`config.mk`:
```
export PLATFORM = sky130hd
export DESIGN_NAME = uart8_tx_fifo
export DESIGN_NICKNAME = d
export VERILOG_FILES = /design/src/rtl/uart8_pkg.sv /design/src/rtl/sync_ff2.sv /design/src/rtl/uart8_tx_fifo.sv
export SDC_FILE = /design/constraint.sdc
export NUM_CORES = 1
export LEC_CHECK = 0
export ABC_AREA = 1
export ABC_CLOCK_PERIOD_IN_PS = 6650
export CAP_MARGIN = 25
export CORE_ASPECT_RATIO = 0.5
export CORE_MARGIN = 2
export CORE_UTILIZATION = 50
export DETAILED_ROUTE_END_ITERATION = 7
export GPL_TIMING_DRIVEN = 0
export PLACE_DENSITY = 0.68
export SYNTH_ARGS = -nofsm -noshare
export SYNTH_HDL_FRONTEND = slang
export SYNTH_SLANG_ARGS = --single-unit
```
`constraint.sdc`:
```
create_clock -name clk -period 6.65 [get_ports clk]
set_input_delay 0.665 -clock clk [delete_from_list [all_inputs] [get_ports clk]]
set_output_delay 0.665 -clock clk [all_outputs]
set_load 0.1 [all_outputs]
```
`src/rtl/uart8_pkg.sv`:
```
// rtl/uart8_pkg.sv - shared FSM state type and default depth for the UART8 TX FIFO
package uart8_pkg;

    localparam int UART8_DEFAULT_DEPTH = 16;

    typedef enum logic [1:0] {
        IDLE  = 2'd0,
        SEND  = 2'd1,
        DRAIN = 2'd2
    } txState_t;

endpackage

```
`src/rtl/sync_ff2.sv`:
```
// rtl/sync_ff2.sv - 1-bit two-flop synchronizer with configurable reset value
module sync_ff2 #(
    parameter logic RESET_VAL = 1'b1
) (
    input  logic clk,
    input  logic rstN,
    input  logic d,
    output logic q
);

    logic meta;

    always_ff @(posedge clk or negedge rstN) begin
        if (!rstN) begin
            meta <= RESET_VAL;
            q    <= RESET_VAL;
        end else begin
            meta <= d;
            q    <= meta;
        end
    end

endmodule

```
`src/rtl/uart8_tx_fifo.sv`:
```
// rtl/uart8_tx_fifo.sv - byte FIFO feeding a UART transmitter through a valid/ready handshake
module uart8_tx_fifo
    import uart8_pkg::*;
#(
    parameter int DEPTH = UART8_DEFAULT_DEPTH,
    localparam int AW = $clog2(DEPTH)
) (
    input  logic          clk,
    input  logic          rstN,
    input  logic [7:0]    wrData,
    input  logic          wrValid,
    output logic          wrReady,
    output logic [AW:0]   count,
    output logic          empty,
    output logic          full,
    output logic [7:0]    txData,
    output logic          txValid,
    input  logic          txReady
);

    localparam logic [AW:0] FULL_COUNT = (AW+1)'(DEPTH);

    logic [7:0]    mem [DEPTH];
    logic [AW-1:0] wrPtr;
    logic [AW-1:0] rdPtr;
    logic [AW:0]   countQ;
    txState_t      state;
    logic          txReadyS;
    logic          wrAccept;
    logic          pop;

    sync_ff2 #(
        .RESET_VAL (1'b1)
    ) u_txReadySync (
        .clk  (clk),
        .rstN (rstN),
        .d    (txReady),
        .q    (txReadyS)
    );

    assign count    = countQ;
    assign full     = (countQ == FULL_COUNT);
    assign empty    = (countQ == '0);
    assign wrReady  = !full;
    assign wrAccept = wrValid && !full;
    // The head leaves the FIFO when the transmitter signals it has taken the byte.
    assign pop      = (state == SEND) && !txReadyS;

    always_ff @(posedge clk) begin
        if (wrAccept) begin
            mem[wrPtr] <= wrData;
        end
    end

    always_ff @(posedge clk or negedge rstN) begin
        if (!rstN) begin
            wrPtr  <= '0;
            countQ <= '0;
        end else begin
            if (wrAccept) begin
                wrPtr <= wrPtr + AW'(1);
            end
            case ({wrAccept, pop})
                2'b10:   countQ <= countQ + (AW+1)'(1);
                2'b01:   countQ <= countQ - (AW+1)'(1);
                default: countQ <= countQ;
            endcase
        end
    end

    always_ff @(posedge clk or negedge rstN) begin
        if (!rstN) begin
            state   <= IDLE;
            txValid <= 1'b0;
            txData  <= 8'h00;
            rdPtr   <= '0;
        end else begin
            case (state)
                IDLE: begin
                    if (!empty && txReadyS) begin
                        txData  <= mem[rdPtr];
                        txValid <= 1'b1;
                        state   <= SEND;
                    end
                end
                SEND: begin
                    if (!txReadyS) begin
                        txValid <= 1'b0;
                        rdPtr   <= rdPtr + AW'(1);
                        state   <= DRAIN;
                    end
                end
                DRAIN: begin
                    txValid <= 1'b0;
                    if (txReadyS) begin
                        state <= IDLE;
                    end
                end
                default: begin
                    txValid <= 1'b0;
                    state   <= IDLE;
                end
            endcase
        end
    end

endmodule

```
==> results_dict.tcl <==
set metrics [dict create \
    status "completed" \
    initial_utilization_pct 51.1 \
    hold_buffers 0 \
    r2r_setup_slack_ns 4.03 \
    synth_compound_area_share_pct 0.617 \
    worst_pin_slew_ns 0.982 \
    syn_nets 712 \
    drc 0 \
    power.total_uw 3800 \
    synthAdderAreaFrac_pct 1.45 \
    fin_ws_ns 3.36 \
    overflow 0 \
    die_h_um 87.1 \
    drv_cap 0 \
    p_per_area_nw_per_um2 469 \
    core_area_um2 13500 \
    reg2reg_from "count[1]$_DFFE_PN0P_" \
    whs_path_depth 0 \
    worstRegToRegCells 15 \
    start_kind "flop" \
    nNetsFinal 768 \
    tritoncts "built" \
    hp-start "u_txReadySync.meta$_DFF_PN1_" \
    layout-drive-gt1-share_pct 11.0 \
    cts.clk_slew.worst_paths_ns 0.06 \
    hold_end "u_txReadySync.q$_DFF_PN1_" \
    hold_viol_final 0 \
    netlist_area_um2 6900 \
    synth-seq-cells 154 \
    skew_ns 0.0121 \
    ctsResizeCount 0 \
    fin_tns_setup_ns 0 \
    clock.fmax_mhz 304 \
    portBuffers 28 \
    hpwl_um 11600 \
    postSynthCellCount 692 \
    cts_buffers 17 \
    crit_arrival_ns 2.63 \
    antenna_found_initial 0 \
    gp_congestion 0.948 \
    synth_top_family_by_area "simple AND/OR/NAND/NOR gates" \
    grt_max_degree 17 \
    max-vdd-ir-drop_mv 0.417 \
    critPathMaxFanout 6 \
    relSlewSlack_pct 34.3 \
    path_class "flop to primary output" \
    htreeDepth 4 \
    routedWlPerCell_um 18.3 \
    first_global_vias 4733 \
    drt-total-wl_um 17100 \
    first_pass_iters 6 \
    post-route-period-util_pct 49.5 \
    die-width_um 170 \
    cts_setup_buffers 0 \
    rsz0062_at_grt "no" \
    rows 30 \
    globalRouteTotalUtil_pct 25.0 \
    final_max_slew_viol_count 0 \
    synth.area.mux_share_pct 0 \
    setup_viol 0 \
    area_growth_pct 17.4 \
    synthDistinctLibCells 27 \
    clkLatencyLatePin_ns 0.43 \
    yosys.area_share.simple_pct 22.2 \
    vias 4923 \
    worstReg2RegEnd "count[4]$_DFFE_PN0P_" \
    ant_nets 0 \
    avgSynthCellArea_um2 9.97 \
    drt-vias-per-instance 5.25 \
    die_area_um2 14800 \
    clock_path_buffers 2 \
    seq_area_frac_synth_pct 65.2 \
    io_pins 29 \
    clock-sinks 154 \
    cts_root_buffer "clkbuf_16" \
    yosysWarningCount 0 \
    pre_cts_ws_ns 3.79 \
    end_kind "primary output" \
    grt_pass1_wl_um 26500 \
    drt_iter0_markers 549 \
    required_ns 5.98 \
    synthXorXnorAreaFrac_pct 1.14 \
    leakage_uw 0.00360 \
    diodes 0 \
    period_needed_ns 3.29 \
    min_path_type "flop to flop" \
]
[stage by stage]
step           hold WS, ns  instances  utilization (%)  cell area (um2)
6_report             0.357        937             60.0             8100
5_1_grt              0.359        937             60.0             8100
4_1_cts              0.358        936             59.9             8100
3_5_place_dp         0.349        904             55.5             7510
3_3_place_gp         0.347        896             54.8             7400
2_1_floorplan        0.345        692                -             6900
[synthesized netlist by cell type]
cell	instances	area, um2
edfxtp_1	128	3840
nand2_1	231	867
clkbuf_1	2	7.51
nor4_2	1	12.5
dfstp_2	2	52.6
xor2_1	6	52.6
buf_4	9	67.6
o21ai_0	5	25.0
inv_2	1	3.75
nand3_1	101	505
buf_8	1	15.0
a21oi_1	2	10.0
nor3_1	17	85.1
nor2_1	2	7.51
clkinv_1	2	7.51
nand2_2	4	25.0
clkbuf_2	1	5.00
xnor2_1	3	26.3
nand3b_1	2	15.0
nand2_4	1	11.3
buf_2	15	75.1
ha_1	8	100
dfrtp_1	24	601
buf_6	1	11.3
inv_1	121	454
o21bai_1	1	7.51
nand4_1	1	6.26
[worst max-delay path: stages, from the launching register on]
cell	delay, ns
dfrtp_1	0.46
nor4_2	0.37
nand2_1	0.15
inv_1	0.09
clkdlybuf4s50_1	1.14
[report_power, final]
group / internal, uW / leakage, uW / total, uW / switching [uW]
Sequential: 1180 / 0.00148 / 1260 / 79.3
Clock: 559 / 0.000272 / 970 / 411
Combinational: 420 / 0.00185 / 1560 / 1140
[cells by family (layout without fill, tap and decap cells)]
family,after synthesis,in the layout
AOI/OAI and AO/OA,8,8
xor gates and xnor gates,9,9
adders and majority gates,8,8
buffers and inverters,153,222
DFF,154,154
and+or+nand+nor,360,360
[cell usage in the layout (no fill, tap or decap), types with 5 or more instances in the layout]
cell type,n
nand2_1,231
edfxtp_1,128
inv_1,121
nand3_1,101
clkdlybuf4s50_1,28
dfrtp_1,24
buf_2,22
clkbuf_16,17
buf_4,10
nor3_1,9
nor3_2,8
ha_1,8
xor2_1,6
o21ai_0,5
clkinvlp_4,5
[flip-flops by register name (all words and copies together), names as in the netlist]
name                flops
mem                   128
txData                  8
count                   5
rdPtr                   4
wrPtr                   4
state                   2
txValid                 1
u_txReadySync.meta      1
u_txReadySync.q         1
[per-layer routing]
metal  share of wire (%)  GRT usage, %
met4                 1.1          7.54
met5                   0             0
met2                  44          38.8
met3                  10          5.59
met1                  45          35.7
[worst max path at each step]
stage	from	to	cells past startpoint	slack [ns]
2_1_floorplan	count[1]$_DFFE_PN0P_	count[4]$_DFFE_PN0P_	15	3.36
3_3_place_gp	wrValid	mem[6][6]$_DFFE_PP_	4	3.57
3_5_place_dp	wrValid	count[4]$_DFFE_PN0P_	15	3.79
4_1_cts	count[1]$_DFFE_PN0P_	empty	4	3.34
5_1_grt	count[1]$_DFFE_PN0P_	empty	4	3.23
6_report	count[1]$_DFFE_PN0P_	empty	4	3.36
[cell type report]
class | count | area (um2)
well taps | 176 | 220
clock buffers | 17 | 425
flip-flops and latches | 154 | 4500
fillers | 1132 | 5410
multi-input cells | 385 | 1800
inverters | 124 | 465
repair buffers | 37 | 350
clock inverters | 15 | 165
plain buffers | 29 | 181
No activity file was read; power rests on OpenSTA's default activity.
